### src/rtl/counter_countdown.sv
// Modulo-MAX down counter with one-cycle wrap borrow and an aligned DELAY-stage output line.
// Optional reload register for the wrap value: define COUNTER_COUNTDOWN_RELOAD_EN.
module counter_countdown #(
  parameter int MAX   = 16,
  parameter int WIDTH = $clog2(MAX),
  parameter int DELAY = 0
) (
  input  logic             i_clk,
  input  logic             i_rst,
  input  logic [WIDTH-1:0] i_d,
  input  logic             i_load,
  input  logic             i_enable,
`ifdef COUNTER_COUNTDOWN_RELOAD_EN
  input  logic [WIDTH-1:0] i_reload_d,
  input  logic             i_reload_we,
`endif
  output logic [WIDTH-1:0] o_q,
  output logic             o_zero,
  output logic             o_borrow
);

  localparam logic [WIDTH-1:0] LP_TOP = WIDTH'(MAX - 1);

  // A full power-of-two modulus never sees an out-of-range value, so no compare is built.
  function automatic logic [WIDTH-1:0] f_clamp(input logic [WIDTH-1:0] v);
    if (MAX == (2 ** WIDTH)) return v;
    return ({1'b0, v} >= (WIDTH + 1)'(MAX)) ? LP_TOP : v;
  endfunction

  logic [WIDTH-1:0] r_c;
  logic             r_b;
  logic [WIDTH-1:0] w_wrap;
  logic             w_zero;

`ifdef COUNTER_COUNTDOWN_RELOAD_EN
  logic [WIDTH-1:0] r_reload;

  // The wrap in the same cycle as a reload write still sees the old value.
  always_ff @(posedge i_clk) begin
    if (i_rst)            r_reload <= LP_TOP;
    else if (i_reload_we) r_reload <= f_clamp(i_reload_d);
  end

  assign w_wrap = r_reload;
`else
  assign w_wrap = LP_TOP;
`endif

  assign w_zero = (r_c == '0);

  always_ff @(posedge i_clk) begin
    if (i_rst) begin
      r_c <= '0;
      r_b <= 1'b0;
    end else if (i_load) begin
      r_c <= f_clamp(i_d);
      r_b <= 1'b0;
    end else if (i_enable) begin
      if (w_zero) begin
        r_c <= w_wrap;
        r_b <= 1'b1;
      end else begin
        r_c <= r_c - WIDTH'(1);
        r_b <= 1'b0;
      end
    end else begin
      r_b <= 1'b0;
    end
  end

  generate
    if (DELAY == 0) begin : g_direct
      assign o_q      = r_c;
      assign o_zero   = w_zero;
      assign o_borrow = r_b;
    end else begin : g_delay
      logic [WIDTH-1:0] r_dq [DELAY];
      logic             r_dz [DELAY];
      logic             r_db [DELAY];

      always_ff @(posedge i_clk) begin
        if (i_rst) begin
          for (int i = 0; i < DELAY; i++) begin
            r_dq[i] <= '0;
            r_dz[i] <= 1'b1;
            r_db[i] <= 1'b0;
          end
        end else begin
          r_dq[0] <= r_c;
          r_dz[0] <= w_zero;
          r_db[0] <= r_b;
          for (int i = 1; i < DELAY; i++) begin
            r_dq[i] <= r_dq[i-1];
            r_dz[i] <= r_dz[i-1];
            r_db[i] <= r_db[i-1];
          end
        end
      end

      assign o_q      = r_dq[DELAY-1];
      assign o_zero   = r_dz[DELAY-1];
      assign o_borrow = r_db[DELAY-1];
    end
  endgenerate

endmodule

### config.mk
export PLATFORM = sky130hd
export DESIGN_NAME = counter_countdown
export DESIGN_NICKNAME = d
export VERILOG_FILES = /design/src/rtl/counter_countdown.sv
export SDC_FILE = /design/constraint.sdc
export NUM_CORES = 1
export LEC_CHECK = 0
export CORE_AREA = 2 2 39 41
export CTS_CLUSTER_SIZE = 14
export DETAILED_ROUTE_END_ITERATION = 8
export DIE_AREA = 0 0 41 43
export HOLD_SLACK_MARGIN = 0.12
export PLACE_DENSITY = 0.52
export SYNTH_ARGS = -nofsm -noshare
export SYNTH_HDL_FRONTEND = slang
export SYNTH_SLANG_ARGS = --single-unit
### constraint.sdc
create_clock -name i_clk -period 1.2 [get_ports i_clk]
set_clock_uncertainty 0.05 [all_clocks]
set_input_delay 0.18 -clock i_clk [delete_from_list [all_inputs] [get_ports i_clk]]
set_output_delay 0.18 -clock i_clk [all_outputs]
set_load 0.02 [all_outputs]
==> results.cfg, run 1 <==
[placement]
placed_cell_area_um2 = 478
port_buffers = 13
place_ws_ps = -320
finalWeightedCongestion = 0.725
placed_cells = 68
hpwl_um = 551

[critical_path]
r2r_slack_ps = -10
critical_path.cell_chain = inv_4 > ha_4 > nand2b_4 > nor2_4 > buf_6
slowest_stage = dfxtp_4
cp_top_family = flip-flops
required_ps = 970
regToRegStartpoint = o_q[1]
critPathLaunchType = register
crit_fanout = 2
cp_num_buf_inv = 2
path_depth = 5
crit_arrival_ps = 1050
crit_type = register to output pin
rr_endpoint = o_q[3]
r2r_cells = 6
cp_slowest_stage_delay_ps = 340
cp-end-kind = output pin

[logic_synthesis]
ys_top_cells_by_area = dfxtp_1, a21oi_1, nor3_1, ha_1, buf_6
synth_cell_types = 19
synth_async_sr_flop_share_pct = 0
synth_common_cells = dfxtp_1, a21oi_1, inv_1, nor2_1, nor3_1
yosysTopAreaCell = dfxtp_1
synth-seq-cells = 5
ys.flop_type = dfxtp_1
avgSynthCellArea_um2 = 8.48
synth_top_area_share_pct = 36.9
synth_edf_count = 0
yosysSeqAreaShare_pct = 36.9
yosys.cell_count.top_type = dfxtp_1
synth_nets = 41
synth_cells = 32
synth.cell_area_um2 = 272
ys_warn_count = 0

[pwr]
power_density_nw_per_um2 = 1130
leakage_uw = 0.000237
ir_drop_mv = 0.401

[floorplanning]
die_x_um = 41
core_um2 = 1380
initial_core_util_pct = 19.6
io_pins = 14
die_area_um2 = 1760
die_y_um = 43
num_rows = 14

[clock_network]
clock_latency_ps = 240
cts_buffers = 3
cts_htree_levels = 1
clock_sinks = 5
cts_hold_buffers = 0
cts_buffer_depth = 2
cts_tree = built
cts_root_buffer = clkbuf_4
path_clk_slew_ps = 40
postCtsSetupBuffers = 0

[sta]
maxSlewHeadroom_pct = 81.1
maxSlewViolCount = 0
finalSetupViolations = 3
rsz0062_at_grt = yes
tightest_slew_ps = 282
hold_viol = 0
fmax_mhz = 779
timing.final.crit_share_pct = 107
layout_setup_ws_ps = -83.3
min_period_ps = 1280

[grt]
grt_overflow = 0
grt_pass1_vias = 282
grt_max_degree = 8
grt_pass1_wl_um = 1080
antenna_found_initial = 0
grtUsageTotal_pct = 9.34

[min_path]
worstHoldEndpoint = o_q[1]
hold_depth = 3
hold_class = input port to register
min_from = i_d[1]

[drt]
ant_nets = 0
detail_route.vias_per_cell = 4.25
drc_errors = 0
vias = 306
drtIter0Drc = 5
drt-pass1-iter-count = 3
drt_wl_total_um = 737
post_drt_wl_per_cell_um = 10.2

[layout]
drive_above_1_share_pct = 42.9
stdcell_area_um2 = 520
final_nets = 66
stdcell_count = 72
synthToLayoutAreaGrowth_pct = 91.7
antennaDiodeCount = 0

[flow_run]
maxCapViolations = 0

[outcome]
status = finished with violations
violations = setup timing
per-layer routing:
layer / GRT usage (%) / vias up / part of all wire, %
met3: 4.71 / 2 / 7.2
met4: 6.00 / 0 / 1.1
met5: 0 / - / 0
li1: - / 158 / -
met1: 10.9 / 136 / 44
met2: 12.8 / 10 / 47
cell usage in the layout, fill, tap and decap left out:
cell / n
clkbuf_1: 1
o22ai_1: 1
o21a_1: 1
a21oi_1: 3
inv_2: 1
a21o_1: 1
buf_4: 8
nor3_1: 3
buf_6: 1
ha_4: 1
nor2_4: 1
inv_1: 1
a211o_2: 1
nor2_1: 2
mux2i_1: 1
dlygate4sd2_1: 2
dfxtp_1: 3
inv_4: 1
clkdlybuf4s50_1: 7
nand2_1: 2
xnor2_1: 1
clkbuf_4: 3
nor2b_1: 1
or3b_4: 1
xor2_1: 1
buf_2: 3
dfxtp_4: 2
nor3b_1: 1
nand2b_4: 1
timing repair:
| action | CTS | global route |
|---|---|---|
| endpoints found under the setup margin | 7 | 8 |
| pin swaps | 0 | 2 |
| gates resized for setup | 16 | 13 |
where the power goes:
part           internal (uW)  switching [uW]  leakage [uW]
Clock                    126            68.6     0.0000150
Combinational            113            91.0      0.000179
Sequential               179            9.62     0.0000426
Total                    418             169      0.000237
cell type report:
| type | instances | area, um^2 |
|---|---|---|
| fillers | 157 | 863 |
| multi-input cells | 23 | 179 |
| repair buffers | 21 | 174 |
| flip-flops and latches | 5 | 108 |
| clock buffers | 4 | 26.3 |
| well taps | 16 | 20.0 |
| inverters | 3 | 13.8 |
worst min-delay path, stage by stage:
cell	delay, ps
clkdlybuf4s50_1	390
nand2_1	60
a21oi_1	50
cells by family after synthesis:
logic type	synth area share, %
AND/OR/NAND/NOR	23.0
AO/OA/AOI/OAI	17.1
flip-flops	36.9
buffers and inverters	8.29
XOR/XNOR	6.45
multiplexers	3.69
adder cells (fa/ha/maj)	4.61
registers in the layout, indices dropped and copies added, names as in the netlist:
signal	count
o_q	4
o_borrow	1
worst max-delay path by stage:
stage | start | end
global route | o_q[1] | o_zero
floorplan | o_q[0] | o_q[1]
global placement | o_q[0] | o_zero
finish | o_q[1] | o_zero
CTS | o_q[0] | o_zero
detailed placement | o_q[0] | o_zero
stage by stage:
step	setup TNS [ps]	power, uW	hold slack, ps	utilization (%)
3_3_place_gp	-1230	375	479	34.5
6_report	-126	587	440	37.6
3_5_place_dp	-1240	377	478	34.5
4_1_cts	-178	573	433	36.3
5_1_grt	-289	630	459	37.6
2_1_floorplan	0	277	189	-
(Power assumes the default switching activity.)
==> run 2, diff against run 1 <==
- SKIP_LAST_GASP: default -> 1
==> results of run 2 <==
No change in the layout: final DEF, timing and power equal those of run 1.
Among the figures that moved: number of gates resized after CTS 16 -> 15
